## config.mk

```make
export PLATFORM = sky130hd
export DESIGN_NAME = sb_pattern_gen_param
export DESIGN_NICKNAME = d
export VERILOG_FILES = /design/src/rtl/sb_pattern_gen_param.sv
export SDC_FILE = /design/constraint.sdc
export NUM_CORES = 1
export LEC_CHECK = 0
export CAP_MARGIN = 0
export CORE_MARGIN = 3
export CORE_UTILIZATION = 35
export CTS_CLUSTER_DIAMETER = 150
export DETAILED_ROUTE_END_ITERATION = 6
export SLEW_MARGIN = 20
export SYNTH_ARGS = -nofsm -noshare
export SYNTH_HDL_FRONTEND = slang
export SYNTH_SLANG_ARGS = --single-unit
```

## constraint.sdc

```tcl
create_clock -name i_clk -period 2.6 [get_ports i_clk]
set_input_delay 0.26 -clock i_clk [delete_from_list [all_inputs] [get_ports i_clk]]
set_output_delay 0.26 -clock i_clk [all_outputs]
set_load 0.01 [all_outputs]
```

## src/rtl/sb_pattern_gen_param.sv

```systemverilog
// sb_pattern_gen_param
// Sideband initialisation pattern generator for the UCIe sideband TX path.
// Streams DATA_W-bit pattern words (clock, PRBS or fixed) to the sideband
// serializer until the RX side detects the partner pattern. It then sends
// POST_DETECT_ITER extra words and reports done to the LTSM. A cycle-count
// timeout covers the SEND and POST phases.
//
// Build option: define SB_PATTERN_PRBS_EN to build the PRBS23 word source.
// Without it, i_mode=01 produces the clock pattern and PRBS_SEED is unused.
//
// Serializer handshake: o_pattern is valid for the serializer while
// o_pattern_valid=1. i_ser_done is a one-cycle pulse meaning the current word
// has been consumed. The next word is registered on the edge that samples
// i_ser_done, so o_pattern holds steady between handshakes. i_ser_done is
// ignored while o_pattern_valid=0.
//
// dbg_state exposes the FSM encoding for checkers:
// 0 IDLE, 1 SEND, 2 POST, 3 DONE, 4 TOUT.
module sb_pattern_gen_param #(
  parameter int          DATA_W           = 64,
  parameter int          TIMEOUT_CYC      = 800000,
  parameter int          POST_DETECT_ITER = 4,
  parameter logic [22:0] PRBS_SEED        = 23'h7FFFFF
) (
  input  logic              i_clk,
  input  logic              i_rst_n,
  input  logic              i_start_pattern_req,
  input  logic              i_rx_sb_pattern_samp_done,
  input  logic              i_ser_done,
  input  logic [1:0]        i_mode,
  input  logic [DATA_W-1:0] i_fixed_pattern,
  output logic [DATA_W-1:0] o_pattern,
  output logic              o_pattern_valid,
  output logic              o_start_pattern_done,
  output logic              o_pattern_time_out,
  output logic [2:0]        dbg_state
);

  localparam int TO_W = (TIMEOUT_CYC < 1) ? 1 : $clog2(TIMEOUT_CYC + 1);
  localparam int IT_W = (POST_DETECT_ITER < 1) ? 1 : $clog2(POST_DETECT_ITER + 1);

  localparam logic [TO_W-1:0] TO_MAX  = TO_W'(TIMEOUT_CYC);
  localparam logic [IT_W-1:0] IT_INIT = IT_W'(POST_DETECT_ITER);
  localparam logic [IT_W-1:0] IT_ONE  = IT_W'(1);

  // Alternating 0/1 word with bit 0 = 0 (0xAAAA... for even widths).
  function automatic logic [DATA_W-1:0] clock_word();
    logic [DATA_W-1:0] w;
    w = '0;
    for (int i = 0; i < DATA_W; i++) begin
      w[i] = 1'((i % 2) == 1);
    end
    return w;
  endfunction

  localparam logic [DATA_W-1:0] CLK_WORD = clock_word();

  typedef enum logic [2:0] {
    S_IDLE = 3'd0,
    S_SEND = 3'd1,
    S_POST = 3'd2,
    S_DONE = 3'd3,
    S_TOUT = 3'd4
  } state_t;

  state_t            state;
  logic [1:0]        mode_q;
  logic              det_q;
  logic [IT_W-1:0]   iter_q;
  logic [TO_W-1:0]   to_cnt;
  logic [TO_W-1:0]   to_inc;
  logic              to_expire;
  logic [1:0]        load_mode;
  logic [DATA_W-1:0] next_word;

  assign dbg_state = state;

  // The timeout counter saturates at TIMEOUT_CYC. Expiry is the cycle whose
  // increment reaches it, so TOUT is entered exactly TIMEOUT_CYC edges after
  // SEND entry.
  assign to_inc    = (to_cnt == TO_MAX) ? to_cnt : to_cnt + TO_W'(1);
  assign to_expire = (to_inc == TO_MAX);

  // In IDLE the mode comes straight from the input, because the first word
  // loads on the same edge that latches it. Later words use the latched mode.
  assign load_mode = (state == S_IDLE) ? i_mode : mode_q;

`ifdef SB_PATTERN_PRBS_EN
  logic [22:0]       lfsr_q;
  logic [22:0]       lfsr_base;
  logic [22:0]       lfsr_next;
  logic [DATA_W-1:0] prbs_word;
  logic              load;

  // Fibonacci x^23+x^18+1. The output bit is the oldest register bit [22],
  // and the feedback [22]^[17] shifts in at bit 0. Word bit k is the k-th
  // output bit, so bit 0 goes out first.
  function automatic logic [DATA_W+22:0] prbs_advance(input logic [22:0] start);
    logic [22:0]       s;
    logic [DATA_W-1:0] w;
    s = start;
    w = '0;
    for (int k = 0; k < DATA_W; k++) begin
      w[k] = s[22];
      s    = {s[21:0], s[22] ^ s[17]};
    end
    return {s, w};
  endfunction

  // A new request always restarts the sequence from the seed.
  assign lfsr_base = (state == S_IDLE) ? PRBS_SEED : lfsr_q;
  assign {lfsr_next, prbs_word} = prbs_advance(lfsr_base);
  assign load = i_start_pattern_req &&
                ((state == S_IDLE) ||
                 (((state == S_SEND) || (state == S_POST)) && i_ser_done));

  // LFSR state advances DATA_W steps on every word load.
  always_ff @(posedge i_clk or negedge i_rst_n) begin
    if (!i_rst_n) begin
      lfsr_q <= PRBS_SEED;
    end else if (load) begin
      lfsr_q <= lfsr_next;
    end
  end
`else
  logic unused_prbs_seed;
  assign unused_prbs_seed = ^PRBS_SEED;
`endif

  // Word source selection. Mode 11, and mode 01 without the PRBS build,
  // fall back to the clock pattern.
  always_comb begin
    next_word = CLK_WORD;
    case (load_mode)
      2'b10:   next_word = i_fixed_pattern;
`ifdef SB_PATTERN_PRBS_EN
      2'b01:   next_word = prbs_word;
`endif
      default: next_word = CLK_WORD;
    endcase
  end

  // Sequencing FSM with registered outputs. Dropping the request returns to
  // IDLE from any state and clears all status.
  always_ff @(posedge i_clk or negedge i_rst_n) begin
    if (!i_rst_n) begin
      state                <= S_IDLE;
      mode_q               <= 2'b00;
      det_q                <= 1'b0;
      iter_q               <= '0;
      to_cnt               <= '0;
      o_pattern            <= '0;
      o_pattern_valid      <= 1'b0;
      o_start_pattern_done <= 1'b0;
      o_pattern_time_out   <= 1'b0;
    end else if (!i_start_pattern_req) begin
      state                <= S_IDLE;
      det_q                <= 1'b0;
      iter_q               <= '0;
      to_cnt               <= '0;
      o_pattern            <= '0;
      o_pattern_valid      <= 1'b0;
      o_start_pattern_done <= 1'b0;
      o_pattern_time_out   <= 1'b0;
    end else begin
      case (state)
        S_IDLE: begin
          state           <= S_SEND;
          mode_q          <= i_mode;
          o_pattern       <= next_word;
          o_pattern_valid <= 1'b1;
          det_q           <= 1'b0;
          iter_q          <= '0;
          to_cnt          <= '0;
        end
        S_SEND: begin
          to_cnt <= to_inc;
          if (i_ser_done) begin
            o_pattern <= next_word;
          end
          // A handshake in the detect cycle belongs to SEND and does not
          // count toward the post-detect iterations.
          if (i_rx_sb_pattern_samp_done || det_q) begin
            det_q <= 1'b1;
            if (POST_DETECT_ITER == 0) begin
              state                <= S_DONE;
              o_pattern_valid      <= 1'b0;
              o_start_pattern_done <= 1'b1;
            end else begin
              state  <= S_POST;
              iter_q <= IT_INIT;
            end
          end else if (to_expire) begin
            state              <= S_TOUT;
            o_pattern_valid    <= 1'b0;
            o_pattern_time_out <= 1'b1;
          end
        end
        S_POST: begin
          to_cnt <= to_inc;
          if (i_ser_done) begin
            o_pattern <= next_word;
            iter_q    <= iter_q - IT_ONE;
          end
          // Completion takes priority over a timeout expiring in the same cycle.
          if (i_ser_done && (iter_q == IT_ONE)) begin
            state                <= S_DONE;
            o_pattern_valid      <= 1'b0;
            o_start_pattern_done <= 1'b1;
          end else if (to_expire) begin
            state              <= S_TOUT;
            o_pattern_valid    <= 1'b0;
            o_pattern_time_out <= 1'b1;
          end
        end
        S_DONE, S_TOUT: begin
          state <= state;
        end
        default: begin
          state <= S_IDLE;
        end
      endcase
    end
  end

endmodule

```

Word level (Yosys, flattened, before mapping) --
Cells that the tools add are included.
Word-level totals: logic and storage cells 75, register bits 96
Operators by class: eq/ne operators 20, mux-type cells 33, add/sub/neg operators 2, reductions and logical operators 11
Operators with widths (count):
- 64-bit 2-to-1 mux | 3
- 64-bit case mux with 2 select lines | 1
- 20-bit equality test (second input constant) | 2
- 20-bit 2-to-1 mux | 2
- 20-bit case mux with 2 select lines | 1
- 3-bit 2-to-1 mux | 7
- 20-bit by 1-bit adder with 20-bit output (second input constant) | 1
- 1-bit 2-to-1 mux | 13
- 3-bit inequality test (second input constant) | 4
- 3-bit case mux with 4 select lines | 1
- 3-bit case mux with 3 select lines | 1
- 2-bit AND reduction | 4
- 3-bit by 1-bit equality test with 1-bit output (second input constant) | 2
- 3-bit by 2-bit equality test with 1-bit output (second input constant) | 2
- 3-bit by 1-bit inequality test with 1-bit output (second input constant) | 2
- 3-bit by 2-bit inequality test with 1-bit output (second input constant) | 2
- 3-bit AND reduction | 2
- 2-bit by 1-bit inequality test with 1-bit output (second input constant) | 2
- 4-bit by 1-bit inequality test with 1-bit output (second input constant) | 1
- 1-bit case mux with 2 select lines | 2
- 2-bit OR reduction | 2
- 3-bit equality test (second input constant) | 1
- 3-bit logical NOT | 1
- 1-bit case mux with 3 select lines | 1
- other kinds (6) | 6

Longest topological paths before layout --
depth after elaboration 7, mapped depth 8, gate-level depth less buffers 8

Worst setup path before layout --
OpenSTA, ideal clock, no wires.
path type register to register, start point register to_cnt[0], end point register state[2], in the netlist dbg_state[2], arrival 1988 ps, slack 490 ps, path buffers 0, stages on the path, launching flop included 9, clock period less this slack 2110 ps, required time 2478 ps, cell sequence dfrtp_1 > inv_1 > ha_1 > nand4b_1 > or4_1 > o21a_1 > o221ai_1 > nor4_4 > a32o_1
On the way: longest elaborated chain between the ends 7, elaborated cells on any way between the ends 9, classes of those cells add/sub (1); eq/ne (2); mux (6)
RTL lines:
- start: declaration | line 70 | logic [TO_W-1:0] to_cnt;
- start signal: assignment | line 177 | to_cnt <= to_inc;
- start signal: assignment | line 200 | to_cnt <= to_inc;
- 20-bit by 1-bit adder with 20-bit output / 20-bit equality test (equally long branches) | line 81 | assign to_inc = (to_cnt == TO_MAX) ? to_cnt : to_cnt + TO_W'(1);
- 20-bit 2-to-1 mux (*) | line 81
- 20-bit equality test (*) | line 82 | assign to_expire = (to_inc == TO_MAX);
- 3-bit 2-to-1 mux (*)
- 3-bit 2-to-1 mux (on tied branches)
- 3-bit case mux with 4 select lines (*)
- 3-bit 2-to-1 mux (*)
- end signal: assignment | line 217 | state <= state;
- end: declaration | line 66 | state_t state;
Every way passes the cells marked *; elsewhere a longest branch is shown, timed or not. A chain may end at the register's enable or synchronous reset.

Final worst setup path --
start point register to_cnt[0], end point register state[0], in the netlist dbg_state[0]
Same word-level chain as after synthesis.

==> impl_metrics.ini <==
[run_status]
outcome = complete, no violations

[setup_path]
path_cells = ha_2, and3_1, nand3_1, xor2_1, a2111o_1, nor4_4, a31oi_1
cp_slowest_cell = dfrtp_1
crit_fanout = 8
reg2regPathDepth = 7
path_depth = 7
crit_required_ns = 2.81
critPathBufInv = 0
cp_data_arrival_time_ns = 2.64
crit_family = simple AND/OR/NAND/NOR gates
critPathMaxStageDelay_ns = 0.49
r2r-start = to_cnt[0]$_DFFE_PN0P_
r2r_end = dbg_state[0]$_DFFE_PN0P_
crit_path_end_kind = register
worstSetupPathType = register to register
crit_path_start_kind = register
rrSetupSlack_ns = 0.16

[cts]
cts_root_buffer = clkbuf_16
htreeDepth = 3
cts_tree = done
worstSkewPairLatency_ns = 0.35
clock-sinks = 96
path_clk_slew_ns = 0.07
clock_path_buffers = 2
cts_buffers = 9

[place]
hpwl_mm = 9.19
dpl.cell_count = 763
pre_cts_slack_ns = 0.128
routabilityCongestion = 0.896
portBuffers = 140
placed_cell_area_um2 = 6150

[synthesis]
synthesis.nets = 542
syn_area_um2 = 4520
synth_edf_count = 0
synth-async-reset-ratio = 1.00
ys_types = 55
yosys_warnings = 0
syn_inst = 467
synth-seq-cells = 96
synthFlopType = dfrtp_1
yosysSeqAreaShare = 0.532
avgSynthCellArea_um2 = 9.67

[global_route]
grt_max_degree = 65
grt.total_usage = 0.180
grt_pass1_vias = 3936
antenna_found_initial = 0
grt_first_pass_wirelength_mm = 20.8
grt_overflow_total = 0

[floorplan]
rows = 40
core_area_um2 = 12300
start_util = 0.367
dieArea_um2 = 14300
die_h_um = 120
ios = 141
dieWidth_um = 120

[timing]
rsz0062_at_grt = false
worstMarginPinSlew_ns = 0.614
hold_viol = 0
finClkSkew_ns = 0.00944
whs_ns = 0.473
slew_headroom = 0.591
fin_ws_ns = 0.164
timing.setup.tns_ns = 0
fin_crit_sh = 0.937
drv_slew = 0
fmax_mhz = 410
finalSetupViolCount = 0
finalCriticalPeriod_ns = 2.44

[power]
power.total_mw = 3.98
p_seq_frac = 0.426
swShare = 0.253
p_int_mw = 2.97
ir_drop_mv = 0.251
combPwrFrac = 0.190
clockPowerShare = 0.384
total_leakage_power_nw = 2.74
powerDensity_nw_per_um2 = 611
p_sw_mw = 1.01

[route]
wl_mm = 13.1
wl_per_cell_um = 16.8
drt-initial-drc-count = 357
drc = 0
via_per_inst = 5.16
drt_pre_antenna_iters = 4
ant_nets = 0
vias = 4021

[layout]
layout-drive-gt1-share = 0.0835
antennaDiodeCount = 0
area_growth_pct = 44.2
fin_util = 0.529
design_area_um2 = 6510
nets = 682
fillers = 1127
final_cells = 779

[flow_run]
maxCapViolCount = 0

[hold_path]
hold_class = input pin to async pin
-- worst max path at each step --
stage	start	endpoint
CTS	to_cnt[0]$_DFFE_PN0P_	dbg_state[0]$_DFFE_PN0P_
finish	to_cnt[0]$_DFFE_PN0P_	dbg_state[0]$_DFFE_PN0P_
global route	to_cnt[7]$_DFFE_PN0P_	dbg_state[1]$_DFFE_PN0P_
global placement	to_cnt[0]$_DFFE_PN0P_	dbg_state[0]$_DFFE_PN0P_
detailed placement	to_cnt[0]$_DFFE_PN0P_	dbg_state[0]$_DFFE_PN0P_
floorplan	to_cnt[0]$_DFFE_PN0P_	dbg_state[2]$_DFFE_PN0P_
-- Yosys cell counts, types with 2 or more instances --
| cell | instances | share of area |
|---|---|---|
| ha_1 | 4 | 0.011 |
| o41ai_1 | 2 | 0.0039 |
| clkbuf_2 | 2 | 0.0022 |
| mux2_2 | 3 | 0.0075 |
| and3_1 | 3 | 0.0042 |
| nand2b_1 | 5 | 0.0069 |
| a21oi_1 | 18 | 0.020 |
| buf_6 | 2 | 0.0050 |
| a22o_1 | 35 | 0.068 |
| nand3_1 | 10 | 0.011 |
| nor3_1 | 11 | 0.012 |
| inv_1 | 11 | 0.0091 |
| nor2_1 | 57 | 0.047 |
| o22ai_1 | 5 | 0.0069 |
| xnor2_1 | 2 | 0.0039 |
| o21ai_0 | 59 | 0.065 |
| a211oi_1 | 2 | 0.0033 |
| o31ai_1 | 4 | 0.0067 |
| and4_2 | 2 | 0.0044 |
| a21o_1 | 2 | 0.0033 |
| nor4_4 | 2 | 0.0094 |
| xor2_1 | 6 | 0.012 |
| nand2_1 | 57 | 0.047 |
| a31oi_1 | 5 | 0.0069 |
| nand4bb_1 | 2 | 0.0050 |
| or2_2 | 2 | 0.0028 |
| nand4_1 | 7 | 0.0097 |
| o221ai_1 | 2 | 0.0039 |
| clkbuf_1 | 21 | 0.017 |
| dfrtp_1 | 96 | 0.53 |
| or4_1 | 4 | 0.0067 |
-- cell usage in the layout, fill, tap and decap left out, drive strengths merged, types with 10 or more instances in the layout --
cell type | Yosys | routed
clkdlybuf4s50 | 0 | 139
dfrtp | 96 | 96
o21ai | 60 | 60
nand2 | 57 | 57
nor2 | 57 | 57
a22o | 36 | 36
a21oi | 18 | 18
buf | 4 | 16
inv | 11 | 11
nor3 | 11 | 11
nand3 | 10 | 10
clkbuf | 23 | 10
-- state kept, by name (all words and copies together), names as in the netlist --
signal,cells
o_pattern_time_out,1
det_q,1
dbg_state,3
o_pattern,64
to_cnt,20
o_start_pattern_done,1
iter_q,3
o_pattern_valid,1
mode_q,2
-- per-layer routing --
metal / track usage / wire [µm] / vias up
li1: - / - / 1951
met1: 0.256 / 6170 / 1912
met2: 0.270 / 5750 / 144
met3: 0.0419 / 937 / 14
met4: 0.0616 / 194 / 0
met5: 0 / 0 / -
-- power groups by stage --
stage / clock [mW] / sequential, mW / combinational, mW
2_1_floorplan: 0 / 1.76 / 0.252
3_3_place_gp: 0 / 1.72 / 0.755
3_5_place_dp: 0 / 1.72 / 0.758
4_1_cts: 1.56 / 1.69 / 0.764
5_1_grt: 1.61 / 1.71 / 0.822
6_report: 1.53 / 1.69 / 0.754
-- timing repair --
item | 4_1_cts | 5_1_grt
resized for setup | 0 | 2
hold buffers | 1 | 0
setup endpoints to repair | 0 | 2
setup buffers | 0 | 0
endpoints found under the hold margin | 45 | 0
-- cell families (layout without fill, tap and decap cells) --
family	Yosys count	after routing	share of synthesized area
AOI/OAI and AO/OA	142	142	0.203
and+or+nand+nor	175	175	0.193
adders and majority gates	4	4	0.0111
buffers and inverters	39	183	0.0374
xor gates and xnor gates	8	8	0.0155
DFF	96	96	0.532
muxes	3	3	0.00748
-- layout make-up --
cell class                      count  area, µm²  area share
Inverter                           12       45.0     0.00692
Clock buffer                       10        239      0.0367
Tap cell                          168        210      0.0323
Multi-Input combinational cell    332       1960       0.301
Clock inverter                      5        105      0.0161
Timing Repair Buffer              156       1550       0.237
Sequential cell                    96       2400       0.369
Power figures use the tool's default switching activity.
